## config.mk

```make
export PLATFORM = sky130hd
export DESIGN_NAME = reg_load_arbiter
export DESIGN_NICKNAME = d
export VERILOG_FILES = /design/src/rtl/reg_load_arbiter.sv
export SDC_FILE = /design/constraint.sdc
export NUM_CORES = 1
export LEC_CHECK = 0
export CAP_MARGIN = 20
export CELL_PAD_IN_SITES_DETAIL_PLACEMENT = 2
export CELL_PAD_IN_SITES_GLOBAL_PLACEMENT = 2
export CORE_ASPECT_RATIO = 0.9
export CORE_MARGIN = 8
export CORE_UTILIZATION = 22
export CTS_CLUSTER_DIAMETER = 150
export DETAILED_ROUTE_END_ITERATION = 10
export PLACE_DENSITY = 0.89
export SYNTH_ARGS = -nofsm -noshare
export SYNTH_HDL_FRONTEND = slang
export SYNTH_SLANG_ARGS = --single-unit
```

## constraint.sdc

```tcl
create_clock -name clk -period 1.96 [get_ports clk]
set_clock_uncertainty 0.15 [all_clocks]
set_input_delay 0.196 -clock clk [delete_from_list [all_inputs] [get_ports clk]]
set_output_delay 0.196 -clock clk [all_outputs]
set_load 0.01 [all_outputs]
```

## src/rtl/reg_load_arbiter.sv

```systemverilog
// Round-robin arbiter that lets four requesters take turns loading a shared register.
// Optional macro REG_ARB_CNT_EN adds a saturating 16-bit count of completed loads (load_cnt).
module reg_load_arbiter #(
    parameter int WIDTH = 8
) (
    input  logic             clk,
    input  logic             reset,
    input  logic [3:0]       req,
    input  logic [WIDTH-1:0] din0,
    input  logic [WIDTH-1:0] din1,
    input  logic [WIDTH-1:0] din2,
    input  logic [WIDTH-1:0] din3,
    output logic [3:0]       ack,
    output logic [WIDTH-1:0] reg_din,
    output logic             reg_load,
    output logic             busy,
`ifdef REG_ARB_CNT_EN
    output logic [15:0]      load_cnt,
`endif
    output logic [1:0]       owner
);

    typedef enum logic [1:0] {
        IDLE = 2'd0,
        LOAD = 2'd1,
        ACK  = 2'd2
    } state_t;

    state_t           r_state;
    logic [WIDTH-1:0] r_data;
    logic [1:0]       r_last;
    logic [1:0]       r_owner;
    logic [3:0]       r_ack;
    logic             r_reg_load;
    logic             r_busy;

    logic [WIDTH-1:0] w_din [4];
    logic [1:0]       w_winner;
    logic             w_found;
    logic [3:0]       w_owner_onehot;

    assign w_din[0] = din0;
    assign w_din[1] = din1;
    assign w_din[2] = din2;
    assign w_din[3] = din3;

    generate
        for (genvar gi = 0; gi < 4; gi++) begin : g_onehot
            assign w_owner_onehot[gi] = (r_owner == 2'(gi));
        end
    endgenerate

    // Search starts just after the last-serviced requester and wraps; offset 4 lands back on last.
    always_comb begin
        logic [1:0] cand;
        w_winner = 2'd0;
        w_found  = 1'b0;
        cand     = 2'd0;
        for (int k = 1; k <= 4; k++) begin
            cand = r_last + 2'(k);
            if (!w_found && req[cand]) begin
                w_winner = cand;
                w_found  = 1'b1;
            end
        end
    end

    always_ff @(posedge clk) begin
        if (reset) begin
            r_state    <= IDLE;
            r_data     <= '0;
            r_last     <= 2'd3;
            r_owner    <= 2'd0;
            r_ack      <= 4'b0000;
            r_reg_load <= 1'b0;
            r_busy     <= 1'b0;
        end else begin
            case (r_state)
                IDLE: begin
                    r_ack      <= 4'b0000;
                    r_reg_load <= 1'b0;
                    r_busy     <= 1'b0;
                    if (w_found) begin
                        r_data     <= w_din[w_winner];
                        r_owner    <= w_winner;
                        r_reg_load <= 1'b1;
                        r_busy     <= 1'b1;
                        r_state    <= LOAD;
                    end
                end
                LOAD: begin
                    r_reg_load <= 1'b0;
                    r_ack      <= w_owner_onehot;
                    r_busy     <= 1'b1;
                    r_state    <= ACK;
                end
                ACK: begin
                    r_ack   <= 4'b0000;
                    r_busy  <= 1'b0;
                    r_last  <= r_owner;
                    r_state <= IDLE;
                end
                default: begin
                    r_ack      <= 4'b0000;
                    r_reg_load <= 1'b0;
                    r_busy     <= 1'b0;
                    r_state    <= IDLE;
                end
            endcase
        end
    end

`ifdef REG_ARB_CNT_EN
    logic [15:0] r_load_cnt;

    always_ff @(posedge clk) begin
        if (reset) begin
            r_load_cnt <= 16'd0;
        end else if (r_state == LOAD && r_load_cnt != 16'hFFFF) begin
            r_load_cnt <= r_load_cnt + 16'd1;
        end
    end

    assign load_cnt = r_load_cnt;
`endif

    assign ack      = r_ack;
    assign reg_din  = r_data;
    assign reg_load = r_reg_load;
    assign busy     = r_busy;
    assign owner    = r_owner;

endmodule

```

==> flow_summary.rst <==
.. list-table::
   :header-rows: 1

   * - Metric
     - Value
   * - Routed wire length
     - 4.56 mm
   * - Clock insertion delay at the later pin of the skew report
     - 250 ps
   * - Initial antenna violation count
     - 0
   * - Total of flip-flops plus latches after synthesis
     - 20
   * - Wirelength per Cell
     - 17.5 µm
   * - Number of standard cells in the final layout excluding fillers
     - 261
   * - Number of clock sinks seen by CTS
     - 20
   * - Worst hold path stage count
     - 2
   * - Post-Syn Nets
     - 166
   * - Total number of vias
     - 1,220
   * - Mean instance size in the synthesized netlist
     - 8.67 µm²
   * - Area growth, synth to finish
     - 72.6%
   * - Switching power summed over all nets
     - 0.330 mW
   * - Proportion of power drawn by combinational gates
     - 33.5%
   * - Routability-driven placement congestion ratio
     - 0.744
   * - DRT antenna net count
     - 0
   * - Max H-tree Level
     - 1
   * - Number of I/O pins
     - 54
   * - Combined global-route utilization of all metal layers
     - 11.2%
   * - Hold Path Sink
     - reg_din[0]
   * - Detailed-route DRC error count
     - 0
   * - CP required
     - 1940 ps
   * - Fraction of post-synthesis cell area in the top cell type by area
     - 36.1%
   * - Via-to-Cell Ratio
     - 4.67
   * - First-pass GRT wire length
     - 6.99 mm
   * - Beginning of the worst register-to-register path
     - r_last[0]
   * - Slew at the pin closest to its max-slew limit
     - 395 ps
   * - Sequential cell area
     - 400 µm²
   * - Final setup viols
     - 0
   * - Area of the die
     - 7580 µm²
   * - Yosys top cell by area
     - sky130_fd_sc_hd__dfxtp_1
   * - Crit path time final
     - 1900 ps
   * - Synth Cell Area
     - 1110 µm²
   * - Slowest CP cell
     - sky130_fd_sc_hd__clkdlybuf4s50_1
   * - Final std cell area, no fill
     - 1920 µm²
   * - Largest cells by area after synthesis
     - sky130_fd_sc_hd__dfxtp_1 36%, sky130_fd_sc_hd__mux2i_1 8.1%, sky130_fd_sc_hd__and4_1 6.3%
   * - Max Clk Rate
     - 0.527 GHz
   * - Net switching share of the total power
     - 27.7%
   * - Initial DRC Count
     - 45
   * - Number of fill cells
     - 542
   * - Number of placed instances, taps included
     - 254
   * - Post-layout nets
     - 235
   * - Max Transition Viols Final
     - 0
   * - Number of maximum-capacitance violations
     - 0
   * - Power per Cell Area
     - 622 nW/µm²
   * - Pleak
     - 0.798 nW
   * - Iteration count of the initial detailed-routing pass
     - 4
   * - Critical Path AT
     - 1880 ps
   * - Result of the run
     - complete, no violations
   * - Startpoint Class
     - primary input
   * - Max-slew headroom at the worst pin
     - 73.7%
   * - Half-perimeter wire length of the detailed placement result
     - 3.60 mm
   * - Internal Dissipation
     - 0.862 mW
   * - Clock share of power
     - 26.0%
   * - Share of the cycle needed by the critical path after routing
     - 96.7%
   * - Worst-path fanout max
     - 9
   * - Syn Inst Count
     - 128
   * - Min-Delay Startpoint
     - reg_din[0]
   * - Total area of multi-input combinational cells
     - 658 µm²
   * - Critical-path cell list
     - clkdlybuf4s50_1, nor2b_1, o21ai_4, and3_4, buf_12, mux2i_1, o211ai_1
   * - End of the worst register-to-register path
     - reg_din[4]
   * - Instance area after placement
     - 1810 µm²
   * - Vias in the first global route
     - 1,355
   * - Highest cell delay on the worst timing path
     - 500 ps
   * - IO Port Bufs
     - 53
   * - Classification of the worst-slack hold path
     - flop to flop
   * - CTS root buffer
     - sky130_fd_sc_hd__clkbuf_8
   * - Summed negative setup slack over all endpoints
     - 0 ps
   * - Endpoint class of the critical path
     - flop
   * - Fraction of layout cells with a size suffix above 1
     - 16.8%
   * - R2r worst-path depth
     - 6
   * - Warning count from the yosys run
     - 0
   * - Die Y
     - 83.4 µm
   * - Initial Util
     - 22.8%
   * - Kind of critical path
     - primary input to flop
   * - Pin count of the biggest net entering global routing
     - 12
   * - Clock Path Buffers
     - 2
   * - Clock slew at reported path FFs
     - 70 ps
   * - Chip width
     - 90.9 µm
   * - Clock tree from TritonCTS
     - done
   * - Std-Cell Core Area
     - 4860 µm²
   * - Netlist cell types
     - 29
   * - Antenna Cells
     - 0
   * - Peak supply drop
     - 0.210 mV
   * - Core Rows
     - 24
   * - Reg2Reg Setup Slack
     - 160 ps
   * - Sequential cell area fraction in the yosys report
     - 36.1%
   * - Residual overflow from global routing
     - 0
   * - Hold buffer count at CTS
     - 0
   * - TritonCTS buffer count
     - 3
   * - Number of failing hold endpoints at the final stage
     - 0
   * - Relative contribution of sequential cells to total power
     - 40.5%
-- cells by family after synthesis --
logic type | after synthesis | synth area share (%)
compound gates | 35 | 20.7
buf+inv | 17 | 6.88
flops | 20 | 36.1
mux | 9 | 8.12
simple gates | 47 | 28.2
-- synth_stat cells --
library cell               number
sky130_fd_sc_hd__clkbuf_1       2
sky130_fd_sc_hd__nor2_2         1
sky130_fd_sc_hd__dfxtp_1       20
sky130_fd_sc_hd__a21o_2         1
sky130_fd_sc_hd__mux2i_1        9
sky130_fd_sc_hd__o22ai_1        2
sky130_fd_sc_hd__a21oi_1        3
sky130_fd_sc_hd__o21ai_0        7
sky130_fd_sc_hd__a31oi_1        8
sky130_fd_sc_hd__and4_1         8
sky130_fd_sc_hd__nor3_2         1
sky130_fd_sc_hd__buf_2          4
sky130_fd_sc_hd__nor3b_2        2
sky130_fd_sc_hd__nor2b_4        1
sky130_fd_sc_hd__a21boi_0       1
sky130_fd_sc_hd__buf_6          1
sky130_fd_sc_hd__o21ai_1        2
sky130_fd_sc_hd__nor3_1         2
sky130_fd_sc_hd__nor4_4         2
sky130_fd_sc_hd__nor2b_1        1
sky130_fd_sc_hd__nand2_1       13
sky130_fd_sc_hd__inv_1         10
sky130_fd_sc_hd__o21bai_1       2
sky130_fd_sc_hd__nor2_1         9
sky130_fd_sc_hd__nor3b_1        2
sky130_fd_sc_hd__o21ai_4        1
sky130_fd_sc_hd__and3_1         2
sky130_fd_sc_hd__o211ai_1       8
sky130_fd_sc_hd__nand2b_1       3
-- worst max path at each step --
stage	end	cells after the start	start	slack [ps]
6_report	reg_din[4]	7	req[1]	60
5_1_grt	reg_din[7]	7	req[2]	-60
4_1_cts	reg_din[5]	7	req[3]	30
3_5_place_dp	reg_din[3]	7	req[0]	-240
3_3_place_gp	reg_din[7]	7	req[1]	-200
2_1_floorplan	reg_din[6]	6	r_last[0]	430
-- through the flow --
step / total power, mW / setup WS [ps] / hold slack, ps / util [%]
6_report: 1.19 / 64.0 / 322 / 39.4
5_1_grt: 1.26 / -58.0 / 370 / 39.4
4_1_cts: 1.18 / 30.5 / 326 / 38.3
3_5_place_dp: 0.872 / -245 / 309 / 37.2
3_3_place_gp: 0.856 / -195 / 306 / 37.2
2_1_floorplan: 0.646 / 431 / 250 / -
-- state kept, by name, summed over array words and instances (netlist names) --
register,cells
reg_din,8
ack,4
owner,2
r_last,2
r_state,2
busy,1
reg_load,1
-- timing repair --
action | in CTS | in global routing
endpoints found under the setup margin | 0 | 8
setup buffers | 0 | 3
gates resized for setup | 0 | 9
-- metal layers --
layer / wire [µm] / GRT usage [%]
met5: 0 / 0
met4: 61 / 3.71
met3: 173 / 2.43
met2: 2330 / 19.2
met1: 1990 / 13.5
-- power by group through the flow --
stage | Combinational [mW] | Clock (mW) | Sequential, mW
floorplan | 0.148 | 0 | 0.498
global placement | 0.366 | 0 | 0.490
detailed placement | 0.379 | 0 | 0.493
CTS | 0.382 | 0.318 | 0.484
global route | 0.434 | 0.333 | 0.490
finish | 0.399 | 0.310 | 0.483
-- layout make-up --
cell class	instances	share of cell area [%]
sequential	20	20.9
multi-input combinational	91	34.4
tap	65	4.25
clock buffer	4	2.87
timing repair buffer	71	35.7
inverter	10	1.96
-- layout by cell type, fill, tap and decap left out --
cell	instances
sky130_fd_sc_hd__a31oi_1	8
sky130_fd_sc_hd__o21ai_1	4
sky130_fd_sc_hd__nor3b_1	2
sky130_fd_sc_hd__and3_1	1
sky130_fd_sc_hd__o21ai_0	5
sky130_fd_sc_hd__nor2_1	9
sky130_fd_sc_hd__nor2b_1	1
sky130_fd_sc_hd__o22ai_1	2
sky130_fd_sc_hd__nand2b_4	1
sky130_fd_sc_hd__dfxtp_1	20
sky130_fd_sc_hd__clkbuf_8	4
sky130_fd_sc_hd__nor3_2	1
sky130_fd_sc_hd__a21oi_1	3
sky130_fd_sc_hd__a21boi_0	1
sky130_fd_sc_hd__clkdlybuf4s50_1	51
sky130_fd_sc_hd__nor2b_4	1
sky130_fd_sc_hd__nor4_4	2
sky130_fd_sc_hd__o211ai_1	8
sky130_fd_sc_hd__and4_1	8
sky130_fd_sc_hd__and3_4	1
sky130_fd_sc_hd__buf_4	17
sky130_fd_sc_hd__inv_1	10
sky130_fd_sc_hd__nand2b_1	2
sky130_fd_sc_hd__nor2_2	1
sky130_fd_sc_hd__mux2i_1	9
sky130_fd_sc_hd__nor3_1	2
sky130_fd_sc_hd__o21bai_1	2
sky130_fd_sc_hd__nand2_1	13
sky130_fd_sc_hd__nor3b_4	2
sky130_fd_sc_hd__buf_12	1
sky130_fd_sc_hd__dlymetal6s2s_1	2
sky130_fd_sc_hd__a21o_2	1
sky130_fd_sc_hd__o21ai_4	1
-- critical path, delay by kind of cell --
kind / cells / cell delay, ps
AND/OR/NAND/NOR: 2 / 460
AO/OA/AOI/OAI: 2 / 350
multiplexers: 1 / 230
buffers and inverters: 2 / 640
No activity file was read; power rests on OpenSTA's default activity.
